**config.mk**
```make
export PLATFORM = sky130hd
export DESIGN_NAME = divmul_ctrl
export DESIGN_NICKNAME = d
export VERILOG_FILES = /design/src/rtl/divmul_ctrl_pkg.sv /design/src/rtl/divmul_ctrl_div_radix2.sv /design/src/rtl/divmul_ctrl.sv
export SDC_FILE = /design/constraint.sdc
export NUM_CORES = 2
export LEC_CHECK = 0
export ABC_AREA = 1
export BUFFER_PORTS_ARGS = -buffer_cell sky130_fd_sc_hd__buf_2
export CAP_MARGIN = 15
export CORE_MARGIN = 2
export CORE_UTILIZATION = 61
export CTS_BUF_LIST = sky130_fd_sc_hd__clkbuf_4 sky130_fd_sc_hd__clkbuf_8
export DETAILED_ROUTE_END_ITERATION = 10
export PLACE_DENSITY = 0.82
export SETUP_SLACK_MARGIN = 0.02
export SYNTH_ARGS = -nofsm -noshare
export SYNTH_HDL_FRONTEND = slang
export SYNTH_SLANG_ARGS = --single-unit
```
**constraint.sdc**
```tcl
create_clock -name clk -period 12.9 [get_ports clk]
set_input_delay 1.935 -clock clk [delete_from_list [all_inputs] [get_ports clk]]
set_output_delay 1.935 -clock clk [all_outputs]
set_load 0.02 [all_outputs]
```
**src/rtl/divmul_ctrl_pkg.sv**
```systemverilog
// Shared types for the execute-stage multiply/divide sequencer.
// Op encoding, FSM states and op-class helpers used by the top and the divider.
package divmul_ctrl_pkg;

  typedef enum logic [3:0] {
    OP_MULT  = 4'd0,
    OP_MULTU = 4'd1,
    OP_DIV   = 4'd2,
    OP_DIVU  = 4'd3,
    OP_MUL   = 4'd4,
    OP_MADD  = 4'd5,
    OP_MADDU = 4'd6,
    OP_MSUB  = 4'd7,
    OP_MSUBU = 4'd8
  } op_e;

  typedef enum logic [2:0] {
    S_IDLE,
    S_MUL1,
    S_MUL2,
    S_ACC,
    S_DIV,
    S_FIX,
    S_DONE
  } state_e;

  localparam logic [31:0] DIV_BY_ZERO_LO = 32'hFFFF_FFFF;

  function automatic logic is_signed_op(input op_e op);
    return op inside {OP_MULT, OP_DIV, OP_MUL, OP_MADD, OP_MSUB};
  endfunction

  function automatic logic is_div_op(input op_e op);
    return op inside {OP_DIV, OP_DIVU};
  endfunction

  function automatic logic is_acc_op(input op_e op);
    return op inside {OP_MADD, OP_MADDU, OP_MSUB, OP_MSUBU};
  endfunction

  function automatic logic is_sub_op(input op_e op);
    return op inside {OP_MSUB, OP_MSUBU};
  endfunction

endpackage

```
**src/rtl/divmul_ctrl_div_radix2.sv**
```systemverilog
// Iterative non-restoring radix-2 divider: one quotient bit per cycle, DIV_ITER cycles after start.
// Outputs are corrected combinationally from the final state; start reloads at any time (no backpressure).
module div_radix2 #(
  parameter int DIV_ITER = 32
) (
  input  logic        clk,
  input  logic        resetn,
  input  logic        start,
  input  logic        sgn,
  input  logic [31:0] a,
  input  logic [31:0] b,
  output logic        done,
  output logic [31:0] quotient,
  output logic [31:0] remainder
);

  logic [33:0] p_q;
  logic [31:0] q_q;
  logic [31:0] d_q;
  logic [5:0]  cnt_q;
  logic        busy_q;
  logic        neg_q_q;
  logic        neg_r_q;

  logic [31:0] a_abs;
  logic [31:0] b_abs;
  logic [33:0] shifted;
  logic [33:0] p_nx;
  logic [31:0] q_nx;
  logic [31:0] rem_abs;

  assign a_abs = (sgn && a[31]) ? -a : a;
  assign b_abs = (sgn && b[31]) ? -b : b;

  // Partial remainder sign (bit 33) picks add or subtract for the next step.
  assign shifted = {p_q[32:0], q_q[31]};
  assign p_nx    = p_q[33] ? shifted + {2'b00, d_q} : shifted - {2'b00, d_q};
  assign q_nx    = {q_q[30:0], ~p_nx[33]};

  always_ff @(posedge clk or negedge resetn) begin
    if (!resetn) begin
      p_q     <= '0;
      q_q     <= '0;
      d_q     <= '0;
      cnt_q   <= '0;
      busy_q  <= 1'b0;
      neg_q_q <= 1'b0;
      neg_r_q <= 1'b0;
    end else if (start) begin
      p_q     <= '0;
      q_q     <= a_abs;
      d_q     <= b_abs;
      cnt_q   <= '0;
      busy_q  <= 1'b1;
      neg_q_q <= sgn & (a[31] ^ b[31]);
      neg_r_q <= sgn & a[31];
    end else if (busy_q) begin
      p_q   <= p_nx;
      q_q   <= q_nx;
      cnt_q <= cnt_q + 6'd1;
      if (cnt_q == 6'(DIV_ITER - 1)) begin
        busy_q <= 1'b0;
      end
    end
  end

  assign done = busy_q && (cnt_q == 6'(DIV_ITER - 1));

  // A negative final partial remainder still owes one divisor back.
  assign rem_abs   = p_q[33] ? p_q[31:0] + d_q : p_q[31:0];
  assign quotient  = neg_q_q ? -q_q : q_q;
  assign remainder = neg_r_q ? -rem_abs : rem_abs;

endmodule

```
**src/rtl/divmul_ctrl.sv**
```systemverilog
// Mul/div sequencer: MUL* done 3 cycles after accept, MADD/MSUB 4, DIV/DIVU DIV_ITER+2.
// Holds the pipeline via stall_req until DONE; DONE persists while stall_in, flush aborts at once.
module divmul_ctrl
  import divmul_ctrl_pkg::*;
#(
  parameter int DIV_ITER = 32
) (
  input  logic        clk,
  input  logic        resetn,
  input  logic        start,
  input  op_e         op,
  input  logic [31:0] src_a,
  input  logic [31:0] src_b,
  input  logic [63:0] hilo_in,
  input  logic        flush,
  input  logic        stall_in,
  output logic        stall_req,
  output logic        done,
  output logic        hilo_we,
  output logic [63:0] hilo_out,
  output logic [31:0] mul_lo
);

  state_e      state_q, state_nx;
  op_e         op_q;
  logic [31:0] a_q;
  logic [31:0] b_q;
  logic        sgn_q;
  logic [63:0] hilo_q;
  logic        first_q;
  logic [63:0] prod_q;

  logic        accept;
  logic [63:0] a_ext;
  logic [63:0] b_ext;
  logic        div_done;
  logic [31:0] div_quo;
  logic [31:0] div_rem;

  assign accept = (state_q == S_IDLE) && start && !flush;

  // 33-bit operand extension widened to 64; low 64 bits of the product are all HI/LO needs.
  assign a_ext = {{32{sgn_q & a_q[31]}}, a_q};
  assign b_ext = {{32{sgn_q & b_q[31]}}, b_q};

  div_radix2 #(.DIV_ITER(DIV_ITER)) u_div (
    .clk       (clk),
    .resetn    (resetn),
    .start     (accept && is_div_op(op)),
    .sgn       (is_signed_op(op)),
    .a         (src_a),
    .b         (src_b),
    .done      (div_done),
    .quotient  (div_quo),
    .remainder (div_rem)
  );

  always_comb begin
    state_nx = state_q;
    unique case (state_q)
      S_IDLE: if (accept) state_nx = is_div_op(op) ? S_DIV : S_MUL1;
      S_MUL1: state_nx = S_MUL2;
      S_MUL2: state_nx = is_acc_op(op_q) ? S_ACC : S_DONE;
      S_ACC:  state_nx = S_DONE;
      S_DIV:  if (div_done) state_nx = S_FIX;
      S_FIX:  state_nx = S_DONE;
      S_DONE: if (!stall_in) state_nx = S_IDLE;
      default: state_nx = S_IDLE;
    endcase
    if (flush) state_nx = S_IDLE;
  end

  always_ff @(posedge clk or negedge resetn) begin
    if (!resetn) begin
      state_q <= S_IDLE;
      op_q    <= OP_MULT;
      a_q     <= '0;
      b_q     <= '0;
      sgn_q   <= 1'b0;
      hilo_q  <= '0;
      first_q <= 1'b0;
    end else begin
      state_q <= state_nx;
      first_q <= (state_nx == S_DONE) && (state_q != S_DONE);
      if (accept) begin
        op_q  <= op;
        a_q   <= src_a;
        b_q   <= src_b;
        sgn_q <= is_signed_op(op);
      end
      case (state_q)
        S_MUL2: hilo_q <= prod_q;
        S_ACC:  hilo_q <= is_sub_op(op_q) ? hilo_in - hilo_q : hilo_in + hilo_q;
        S_FIX:  hilo_q <= (b_q == '0) ? {a_q, DIV_BY_ZERO_LO} : {div_rem, div_quo};
        default: ;
      endcase
    end
  end

  // Kept free of reset so the multiply stage maps onto a DSP register.
  always_ff @(posedge clk) begin
    if (state_q == S_MUL1) begin
      prod_q <= a_ext * b_ext;
    end
  end

  assign done      = (state_q == S_DONE);
  assign hilo_we   = done && first_q && (op_q != OP_MUL) && !flush;
  assign stall_req = start && (state_q != S_DONE);
  assign hilo_out  = hilo_q;
  assign mul_lo    = hilo_q[31:0];

endmodule

```
==> results.yml <==
outcome:
  status: "finished, final reports clean"
sta:
  setup_tns_ps: 0
  max_slew_margin_pct: 24.0
  hold_slack_ps: 533
  timing.fmax_mhz: 105
  grt_setup_unrepaired: "no"
  worst_pin_slew_ps: 1140
  setup_violations: 0
  clock_skew_ps: 94.6
  fin_crit_sh_pct: 73.6
  finalHoldViolations: 0
  fin_crit_ps: 9490
  drv_slew: 0
floorplan:
  die_area_mm2: 0.111
  rows: 120
  die_y_um: 333
  initial_core_util_pct: 61.6
  core_region_area_mm2: 0.107
  die_x_um: 333
  io_pins: 236
drt:
  ant_nets: 0
  num_vias: 60900
  wl_um: 230000
  post-route-drc-count: 0
  drt_iter0_markers: 6545
  drt_pass1_iterations: 8
  wire_per_inst_um: 22.2
  routed_via_density: 5.89
clocking:
  cts_tree: "yes"
  clkSinkCount: 308
  htree_num_levels: 2
  cts_resized: 0
  cts.clk_slew.worst_paths_ps: 80
  clk_latency_ps: 760
  holdBufCountCts: 0
  clk_path_buf_depth: 3
  post-cts-setup-buffers: 0
  clockRootBuffer: "clkbuf_8"
  cts_buffers: 55
grt:
  grt_first_pass_wirelength_um: 358000
  antenna_found_initial: 7
  grt_max_degree: 94
  grt_util_met1_pct: 52.7
  grt-busiest-layer: "met2"
  grt_util_met3_pct: 11.4
  grt_overflow_total: 0
  grt_pass1_vias: 63100
  grt.total_usage_pct: 42.0
  grtUsageMet2_pct: 65.0
synthesis:
  synth_cell_types: 64
  synth-seq-cells: 308
  synth-simple-area-share_pct: 20.5
  synthAdderAreaFrac_pct: 40.7
  yosys_warnings: 0
  async_flop_share_pct: 79.2
  synth-edff-count: 64
  synth.mux.area_fraction_pct: 0
  syn_inst: 8904
  synth_compound_area_share_pct: 9.06
  synth_area_mm2: 0.0662
  avgSynthCellArea_um2: 7.43
  ys.flop_type: "dfrtp_1"
  synth-xor-area-share_pct: 3.02
  postSynthNetCount: 10500
  yosysSeqAreaShare_pct: 12.1
  synth_top_family_by_area: "adder cells"
final_layout:
  nNetsFinal: 10500
  area_growth_pct: 4.97
  final_area_mm2: 0.0695
  drive_above_1_share_pct: 6.69
  instances_no_fill: 10300
critical_path:
  worst_ep_arrival_time_ps: 9920
  start_kind: "register"
  worstPathRequired_ps: 13330
  cpMaxStageDelayCell: "nand2_1"
  cp_common_cell: "fa_1"
  critPathCaptureType: "register"
  path_max_fanout: 35
  critPathKind: "reg2reg"
  cpPeakStageDelay_ps: 680
placement:
  portBuffers: 235
  place_hpwl_um: 180000
  dp_cells: 10200
  placed_cell_area_mm2: 0.0682
  place_congestion: 1.02
min_path:
  hp-class: "reg2reg"
job:
  maxCapViolCount: 0
## state kept, by name, summed over array words and instances, names as in the netlist, 6 cells and up
| name | cells |
|---|---|
| hilo_out | 64 |
| prod_q | 64 |
| u_div.p_q | 34 |
| a_q | 32 |
| b_q | 32 |
| u_div.d_q | 32 |
| u_div.q_q | 32 |
| u_div.cnt_q | 6 |
## metrics by stage
stage | setup WS, ps | utilization (%)
CTS | 3410 | 64.7
global placement | 3680 | 63.5
detailed placement | 3510 | 63.5
floorplan | 5440 | -
finish | 3410 | 64.7
global route | 2970 | 64.7
## final cells by class
class,instances,area [um2]
diodes,2,5.00
clock buffers,76,965
clock inverters,28,280
fillers,9222,37900
inverters,2135,8010
multi-input cells,6057,48500
flip-flops and latches,308,8030
well taps,1403,1760
repair buffers,329,1900
## cells by family (layout without fill, tap and decap cells)
family / Yosys count / count (layout)
fa+ha+maj: 1474 / 1474
xor+xnor: 228 / 228
other cells: 0 / 2
compound gates: 1065 / 1065
simple gates: 3290 / 3290
flops: 308 / 308
buf+inv: 2539 / 2568
## layer usage
layer / vias up / routed length, um / part of all wire, %
li1: 26600 / - / -
met2: 3931 / 100000 / 44
met3: 1092 / 28800 / 13
met1: 29200 / 83400 / 36
met5: - / 68 / 0.030
met4: 10 / 17200 / 7.5
## Yosys cell counts, types with 49 or more instances
cell type     n  share of area, %
ha_1        346               6.5
inv_1      2117                12
xor2_1      156               2.1
a31oi_1      49              0.46
dfrtp_1     244               9.2
edfxtp_1     64               2.9
nor2_1      551               3.1
nor3_1       65              0.49
xnor2_1      72              0.95
nand3_1     266               2.0
fa_1       1128                34
nand2_1    2171                12
nand4_1      52              0.49
o21ai_0     454               3.4
clkbuf_1    340               1.9
a21oi_1     339               2.6
## worst paths after layout
check                                     startpoint                   endpoint  slack, ps  cells after the start
setup reg to reg                 a_q[31]$_DFFE_PN0P_       prod_q[58]$_DFFE_PP_       3410                     28
max in group asynchronous                     resetn   hilo_out[63]$_DFFE_PN0P_       9350                      3
min in group asynchronous                     resetn  u_div.d_q[16]$_DFFE_PN0P_       1160                      1
setup / recovery                 a_q[31]$_DFFE_PN0P_       prod_q[58]$_DFFE_PP_       3410                     28
hold / removal             u_div.p_q[32]$_DFFE_PN0P_  u_div.p_q[32]$_DFFE_PN0P_        530                      2
hold reg to reg            u_div.p_q[32]$_DFFE_PN0P_  u_div.p_q[32]$_DFFE_PN0P_        530                      2
## cells in the final DEF, fill, tap and decap left out, drive strengths merged, types with 24 or more instances in the layout
| cell type | instances |
|---|---|
| o21ai | 479 |
| nor4 | 43 |
| buf | 328 |
| clkbuf | 77 |
| xor2 | 156 |
| inv | 2139 |
| o221ai | 34 |
| dfrtp | 244 |
| o211ai | 24 |
| a31oi | 49 |
| nor3 | 76 |
| nand4 | 53 |
| nand2 | 2200 |
| xnor2 | 72 |
| a21o | 32 |
| nand3 | 279 |
| fa | 1128 |
| edfxtp | 64 |
| ha | 346 |
| a21oi | 349 |
| nor2 | 590 |
## critical path, delay by kind of cell (launching register included)
| kind | cells | cell delay [ps] |
|---|---|---|
| compound gates | 3 | 480 |
| simple gates | 7 | 2050 |
| fa+ha+maj | 9 | 4400 |
| buf+inv | 8 | 1800 |
| flops | 1 | 320 |
| xor+xnor | 1 | 90 |
Power is left out: the tool's default activity adds up to more than one toggle a clock period on the data nets, which glitch-free logic cannot reach.
